[src/rtl/seed_host_sequencer.sv]
// Host-side job sequencer for the SEED128 core: key cycle, text cycle, wait for done, hold result.
// Optional WAIT timeout is enabled by defining SEED_TIMEOUT_EN (adds o_fTimeout).
module seed_host_sequencer #(
    parameter int TIMEOUT_CYC = 64
) (
    input  logic         i_Clk,
    input  logic         i_Rst,
    input  logic         i_fStart,
    input  logic         i_fDec,
    input  logic [127:0] i_Key,
    input  logic [127:0] i_Text,
    output logic         o_fReady,
    output logic [128:0] o_CoreData,
    input  logic [127:0] i_CoreText,
    input  logic         i_CoreDone,
    output logic [127:0] o_Result,
    output logic         o_fValid,
    input  logic         i_fAck,
`ifdef SEED_TIMEOUT_EN
    output logic         o_fTimeout,
`endif
    output logic         o_fBusy,
    output logic [7:0]   o_Latency
);

    typedef enum logic [2:0] {
        IDLE    = 3'd0,
        SENDKEY = 3'd1,
        SENDTXT = 3'd2,
        WAIT    = 3'd3,
        HOLD    = 3'd4
    } state_t;

`ifdef SEED_TIMEOUT_EN
    localparam bit TMO_EN = 1'b1;
`else
    localparam bit TMO_EN = 1'b0;
`endif
    localparam logic [7:0] EXPIRY = 8'(TIMEOUT_CYC - 1);

    state_t        state_q;
    state_t        state_d;
    logic [127:0]  key_q;
    logic [127:0]  text_q;
    logic          dec_q;
    logic [7:0]    wait_cnt_q;
    logic [127:0]  result_q;
    logic [7:0]    latency_q;
    logic          expired;

    function automatic logic [7:0] sat_inc(input logic [7:0] v);
        return (v == 8'hFF) ? v : v + 8'd1;
    endfunction

    // Constant-false when the timeout feature is compiled out, so WAIT waits forever.
    assign expired = TMO_EN && (wait_cnt_q == EXPIRY);

    always_comb begin
        state_d = state_q;
        case (state_q)
            IDLE:    if (i_fStart) state_d = SENDKEY;
            SENDKEY: state_d = SENDTXT;
            SENDTXT: state_d = WAIT;
            WAIT:    if (i_CoreDone || expired) state_d = HOLD;
            HOLD:    if (i_fAck) state_d = IDLE;
            default: state_d = IDLE;
        endcase
    end

    always_comb begin
        o_CoreData = '0;
        case (state_q)
            SENDKEY: o_CoreData = {1'b1, key_q};
            SENDTXT: o_CoreData = {dec_q, text_q};
            default: o_CoreData = '0;
        endcase
    end

    assign o_fReady  = (state_q == IDLE);
    assign o_fBusy   = (state_q != IDLE);
    assign o_fValid  = (state_q == HOLD);
    assign o_Result  = result_q;
    assign o_Latency = latency_q;

    always_ff @(posedge i_Clk or negedge i_Rst) begin
        if (!i_Rst) begin
            state_q    <= IDLE;
            key_q      <= '0;
            text_q     <= '0;
            dec_q      <= 1'b0;
            wait_cnt_q <= '0;
            result_q   <= '0;
            latency_q  <= '0;
        end else begin
            state_q <= state_d;
            if (state_q == IDLE && i_fStart) begin
                key_q  <= i_Key;
                text_q <= i_Text;
                dec_q  <= i_fDec;
            end
            if (state_q == SENDTXT) begin
                wait_cnt_q <= '0;
            end else if (state_q == WAIT) begin
                wait_cnt_q <= sat_inc(wait_cnt_q);
            end
            // Done takes priority over expiry when both land in the same cycle.
            if (state_q == WAIT) begin
                if (i_CoreDone) begin
                    result_q  <= i_CoreText;
                    latency_q <= wait_cnt_q;
                end else if (expired) begin
                    result_q  <= '0;
                    latency_q <= wait_cnt_q;
                end
            end
        end
    end

`ifdef SEED_TIMEOUT_EN
    logic timeout_q;

    always_ff @(posedge i_Clk or negedge i_Rst) begin
        if (!i_Rst) begin
            timeout_q <= 1'b0;
        end else if (state_q == WAIT && !i_CoreDone && expired) begin
            timeout_q <= 1'b1;
        end else if (state_q == HOLD && i_fAck) begin
            timeout_q <= 1'b0;
        end
    end

    assign o_fTimeout = timeout_q;
`else
`endif

endmodule

[config.mk]
export PLATFORM = sky130hd
export DESIGN_NAME = seed_host_sequencer
export DESIGN_NICKNAME = d
export VERILOG_FILES = /design/src/rtl/seed_host_sequencer.sv
export SDC_FILE = /design/constraint.sdc
export NUM_CORES = 1
export LEC_CHECK = 0
export CORE_AREA = 2 2 254 256
export DETAILED_ROUTE_END_ITERATION = 10
export DIE_AREA = 0 0 256 258
export PLACE_DENSITY = 0.61
export SKIP_CTS_REPAIR_TIMING = 1
export SYNTH_ARGS = -nofsm -noshare
export SYNTH_HDL_FRONTEND = slang
export SYNTH_SLANG_ARGS = --single-unit
[constraint.sdc]
create_clock -name i_Clk -period 3.05 [get_ports i_Clk]
set_input_delay 0.305 -clock i_Clk [delete_from_list [all_inputs] [get_ports i_Clk]]
set_output_delay 0.305 -clock i_Clk [all_outputs]
set_load 0.01 [all_outputs]
==> metrics, run 1 <==
min Tclk post-route around 3 ns; Total GRT Usage 15.7%; core area between 60000 and 70000 um^2; RSZ-0062 raised after global routing false; drt total wl 53900 um; worst path required time about 2.7 ns; WL per Instance just over 20 um; GPL Wtd Cong roughly 0.85; reg2reg start state_q[1]$_DFFE_PN0P_; maximum clock rate 342 MHz; critical path arrival approximately 2.6 ns; syn nets between 1000 and 1500; number of synthesized flops with an enable pin 0; Worst Skew roughly 0.01 ns; met2 WL post-DR 27300 um; status finished, final reports clean; Slowest cell on crit path clkdlybuf4s50_1; worst-case hold path end point state_q[2]$_DFFE_PN0P_; setup slack at placement between 0.4 and 0.5 ns; VDD IR max between 500 and 600 uV; global-route wire length before repair approximately 80000 um; share of the synthesized area in the top cell type about 61%; Final Cycle Share about 96%; Post-Syn Area about 17000 um^2; area delta synth->final 56.7%; worst r2r path cells 5; Crit path largest cell delay approximately 0.56 ns; Max-Cap Viols 0; met3 wire length 4130 um; Hold Crit Start i_fAck; initial antenna violation count 7; mean post-synth cell area 15.6 um^2; Seq/Total Area, Yosys about three fifths; endpoints failing hold 0; Worst-Margin Slew ~0.72 ns; Post-synth ARST share 100%; Yosys warning count 0; largest net degree at the start of global routing between 100 and 150; Starting DRT DRC Count 549; H-tree levels 2; Worst Setup Slack, final roughly 0.13 ns; ys flop type dfrtp_1; die span in y ~260 um; final antenna-violating net count 0; crit start category flop; I/O pins around 660; CP Capture Type output pin; DIE AREA about 66000 um^2; crit path max fanout 50; Syn Inst Count around 1100; CTS Buf Count between 40 and 50; Vias/cell ~4.5; vias in the first global route ~13000; distinct cell type count after synthesis 35; # setup viols final 0; Setup Crit Path Kind reg -> out; Final Max Tran Viols 0; via count about 12000; global route overflow 0; Rows just over 90; Worst-path clk slew approximately 0.06 ns; Power Total approximately 28000 uW; cells along the critical path nand2b_4 -> nor2_4 -> buf_4 -> clkbuf_16 -> a22o_1 -> clkdlybuf4s50_1; DRT met1 WL about 21000 um; CTS tree built; reg2reg setup slack approximately 0.9 ns; die width ~260 um; Max Buffers Root-to-Sink 3; Hold Path Stages 2; layout cell share with drive strength beyond 1 25.6%; Port Buf Inserts between 600 and 700; worst r2r dst o_Result[78]$_DFFE_PN0P_; clk sink count approximately 400; Cell Pwr Density approximately 1100 nW/um^2; Synth Register Bits about 400; worst skew pair latency 0.56 ns; CTS root buf clkbuf_16; largest cells by area after synthesis dfrtp_1 61%, mux2_2 22%, a22o_1 6.8%; # nets final ~2100; 1st-pass router iterations 5; uppermost layer routed met5; HP Class in -> reg; # DRC 0; cell taking the most area after synthesis dfrtp_1; Worst slew margin just over 50%; leak pwr around 0.011 uW; Initial Util a little over a quarter; DP Wirelength between 30000 and 40000 um
cell families (layout without fill, tap and decap cells):
logic type	after synthesis	after routing	share of synthesized area, %
AO/OA/AOI/OAI	146	146	7.44
buffers and inverters	79	779	3.55
flip-flops	404	404	60.9
other	0	7	0
adder cells (fa/ha/maj)	1	1	0.0754
AND/OR/NAND/NOR	40	40	1.37
multiplexers	393	393	26.7
layout make-up:
class                           count  area, um^2
Tap cell                          855        1070
Clock inverter                     19         354
Multi-Input combinational cell    580        5930
Fill cell                        5934       37600
Timing Repair Buffer              691        7120
Sequential cell                   404       10100
Antenna cell                        7        17.5
Inverter                            2        7.51
Clock buffer                       67        1390
where the power goes:
part	internal [uW]	switching [uW]
registers	8070	1760
clock network	4020	2290
logic	7330	4720
worst max-delay path by stage:
stage / start / end / slack, ns / cells past startpoint
2_1_floorplan: state_q[2]$_DFFE_PN0P_ / o_CoreData[39] / 1.25 / 7
3_3_place_gp: state_q[2]$_DFFE_PN0P_ / o_CoreData[13] / 0.55 / 5
3_5_place_dp: state_q[2]$_DFFE_PN0P_ / o_CoreData[30] / 0.49 / 5
4_1_cts: state_q[2]$_DFFE_PN0P_ / o_CoreData[13] / -0.16 / 5
5_1_grt: state_q[2]$_DFFE_PN0P_ / o_CoreData[1] / 0.004 / 6
6_report: state_q[2]$_DFFE_PN0P_ / o_CoreData[13] / 0.13 / 6
through the flow:
step / setup TNS, ns / utilization, % / area [um^2] / cells / hold WS (ns)
3_3_place_gp: 0 / 37.9 / 24100 / 2526 / 0.392
6_report: 0 / 40.9 / 26000 / 2625 / 0.325
2_1_floorplan: 0 / - / 16600 / 1063 / 0.00941
3_5_place_dp: 0 / 37.9 / 24100 / 2526 / 0.396
4_1_cts: -11.54 / 40.6 / 25900 / 2612 / -0.229
5_1_grt: 0 / 40.9 / 26000 / 2624 / 0.293
Yosys cell counts, types with 2 or more instances:
cell type / instances
a22o_1: 129
o21ai_0: 4
nor2_1: 4
or3_1: 2
buf_4: 13
nand2_1: 10
and3_1: 3
nor2b_1: 2
mux2_2: 331
mux2_1: 62
buf_2: 20
nand4_1: 2
dfrtp_1: 404
nor3_1: 2
buf_6: 29
clkbuf_1: 10
buf_1: 4
nand3_1: 7
a21o_1: 2
o31ai_1: 2
a21oi_1: 6
inv_1: 2
registers in the layout, indices dropped and copies added, names as in the netlist:
signal      count
wait_cnt_q      8
o_Latency       8
dec_q           1
text_q        128
state_q         3
key_q         128
o_Result      128
per-layer routing:
layer  vias up  global-route usage [%]
met5         -                       0
met4         2                    7.12
met3       113                    5.02
met2       440                    26.9
met1      5892                    17.8
li1       5244                       -
worst max-delay path: cells and delay by family, from the launching register on:
kind	cells	cell delay (ns)
buffers and inverters	3	0.94
flip-flops	1	0.48
AND/OR/NAND/NOR	2	0.37
AO/OA/AOI/OAI	1	0.18
placed cells by master (no fill, tap or decap), types with 4 or more instances in the layout:
| cell | n |
|---|---|
| buf_4 | 12 |
| clkinv_2 | 6 |
| a22o_1 | 129 |
| nand2_1 | 10 |
| clkdlybuf4s50_1 | 654 |
| nand3_1 | 7 |
| dfrtp_1 | 401 |
| buf_12 | 19 |
| clkbuf_16 | 51 |
| diode_2 | 7 |
| clkbuf_1 | 8 |
| mux2_1 | 62 |
| clkbuf_8 | 10 |
| a21oi_1 | 6 |
| o21ai_0 | 4 |
| bufinv_16 | 10 |
| mux2_2 | 331 |
Note: power is estimated with default switching activity, not from simulation.
==> run 2, diff against run 1 <==
==> constraint.sdc (replaced) <==
create_clock -name i_Clk -period 2.8 [get_ports i_Clk]
set_input_delay 0.28 -clock i_Clk [delete_from_list [all_inputs] [get_ports i_Clk]]
set_output_delay 0.28 -clock i_Clk [all_outputs]
set_load 0.01 [all_outputs]
==> metrics, run 2 (synthesized netlist as in run 1, its figures left out) <==
critical path arrival 2.52 ns (-0.10 ns); worst path required time 2.52 ns (-0.22 ns); 1st-pass router iterations 4 (-1); CP Capture Type output pin; WL per Instance 21.0 um (+2.2%); Worst-Margin Slew 0.726 ns (+0.00387 ns); vias in the first global route 12800 (-0.19%); core area 63600 um^2 (unchanged); reg2reg setup slack 0.61 ns (-0.29 ns); Worst-path clk slew 0.06 ns (about the same); Port Buf Inserts 657 (unchanged); CTS root buf clkbuf_16; global route overflow 0 (unchanged); final antenna-violating net count 0 (unchanged); leak pwr 0.0123 uW (+15%); Worst Skew 0.0109 ns (+0.00104 ns); Final Max Tran Viols 0 (unchanged); # nets final 2133 (+0.71%); via count 11900 (+1.5%); area delta synth->final 58.3%; largest net degree at the start of global routing 102 (-11%); Initial Util 26.1% (unchanged); Hold Path Stages 2 (unchanged); crit start category flop; Max Buffers Root-to-Sink 3 (unchanged); CTS tree built; Setup Crit Path Kind reg -> out; die width 256 um (unchanged); GPL Wtd Cong 0.873 (+2.5%); # setup viols final 0 (unchanged); status finished, final reports clean; NetSw 9660 uW (+10%); DIE AREA 66000 um^2 (unchanged); Comb pwr share 44.1% (+1.3 points); layout cell share with drive strength beyond 1 26.0% (+0.46 points); worst skew pair latency 0.56 ns (about the same); die span in y 258 um (unchanged); Rows 93 (unchanged); RSZ-0062 raised after global routing true; HP Class in -> reg; Starting DRT DRC Count 513 (-6.6%); post-layout util 41.3% (+0.42 points); Max-Cap Viols 0 (unchanged); sequential share of power 35.7% (+0.8 points); H-tree levels 2 (unchanged); DP Wirelength 39800 um (+1.1%); Hold Crit Start i_fAck; switching part of the total 32.1% (+0.99 points); worst r2r dst text_q[57]$_DFFE_PN0P_; # DRC 0 (unchanged); Vias/cell 4.49 (+0.77%); commonest non-fill, non-tap cells in the layout 551 x clkdlybuf4s50_1, 402 x dfrtp_1, 331 x mux2_2; worst r2r path cells 6 (+1); crit path max fanout 13 (-74%); drt total wl 55500 um (+2.9%); Final Cycle Share between 90 and 100%; clk sink count 404 (unchanged); Worst slew margin 51.6% (-0.26 points); worst-case hold path end point state_q[2]$_DFFE_PN0P_; Power Total 30100 uW (+6.8%); internal power 20400 uW (+5.2%); CTS Buf Count 46 (-4.2%); reg2reg start state_q[0]$_DFFE_PN0P_; VDD IR max 693 uV (+19%); initial antenna violation count 12 (+5); min Tclk post-route approximately 2.8 ns; Clock Power Share 20.1% (-2.3 points); I/O pins 658 (unchanged); Cell Pwr Density 1150 nW/um^2 (+5.7%); endpoints failing hold 0 (unchanged); global-route wire length before repair 79200 um (-1.2%); most frequent standard cell in the layout excluding fill and tap cells clkdlybuf4s50_1; maximum clock rate about 360 MHz; Total GRT Usage 15.5% (-0.19 points)
-- run 2: cell types whose count changed in the layout (fill, tap and decap cells not counted), moves of 4 or more --
cell | previous run | this run
clkdlybuf4s50_1 | 654 | 551
clkinv_2 | 6 | 11
clkbuf_16 | 51 | 55
bufinv_16 | 10 | 2
dlymetal6s2s_1 | 2 | 105
buf_4 | 12 | 22
-- run 2: how the worst max path moves through the flow --
stage | from | to | slack [ns] | cells after the start
6_report | state_q[1]$_DFFE_PN0P_ | o_CoreData[79] | 0.003 | 6
4_1_cts | state_q[2]$_DFFE_PN0P_ | o_CoreData[38] | -0.33 | 5
2_1_floorplan | state_q[2]$_DFFE_PN0P_ | o_CoreData[39] | 1.02 | 7
3_3_place_gp | state_q[2]$_DFFE_PN0P_ | o_CoreData[66] | 0.35 | 5
5_1_grt | state_q[1]$_DFFE_PN0P_ | o_CoreData[63] | -0.10 | 6
3_5_place_dp | state_q[2]$_DFFE_PN0P_ | o_CoreData[61] | 0.31 | 5
-- run 2: area by class of cell --
| class | instances | area, um^2 |
|---|---|---|
| fillers | 5920 | 37400 |
| repair buffers | 708 | 7600 |
| well taps | 855 | 1070 |
| clock buffers | 68 | 1390 |
| clock inverters | 16 | 140 |
| diodes | 10 | 25.0 |
| inverters | 2 | 7.51 |
| multi-input cells | 580 | 5930 |
| flip-flops and latches | 404 | 10100 |
-- run 2: worst max-delay path, cell delays in order (launching register included) --
cell	delay (ns)
dfrtp_2	0.47
nor3b_4	0.23
buf_4	0.17
buf_6	0.16
clkbuf_16	0.20
a22o_1	0.17
clkdlybuf4s50_1	0.53
-- run 2: power groups by stage --
stage / clock [uW] / combinational (uW) / sequential [uW]
after floorplan: 0 / 6410 / 10400
after global placement: 0 / 12600 / 10800
after detailed placement: 0 / 12900 / 10800
after CTS: 6280 / 13000 / 10800
after global routing: 6490 / 14100 / 11100
final: 6060 / 13300 / 10700
-- run 2: metrics by stage --
step | area, um^2 | cells | worst slack [ns] | setup TNS (ns) | hold WS, ns
CTS | 25600 | 2613 | -0.332 | -33.71 | -0.264
global placement | 24100 | 2529 | 0.351 | 0 | 0.351
global route | 26300 | 2643 | -0.101 | -0.947 | 0.280
detailed placement | 24100 | 2529 | 0.315 | 0 | 0.363
finish | 26300 | 2643 | 0.00261 | 0 | 0.292
floorplan | 16600 | 1063 | 1.02 | 0 | -0.0156
-- run 2: routing by layer --
layer | GRT usage [%] | vias to the layer above | share of wire (%) | wire length (um)
met5 | 0 | - | 0 | 0
met4 | 7.08 | 0 | 3.7 | 2060
met3 | 4.79 | 106 | 7.4 | 4120
met2 | 27.0 | 436 | 51 | 28400
met1 | 17.3 | 6044 | 38 | 20900
li1 | - | 5276 | - | -
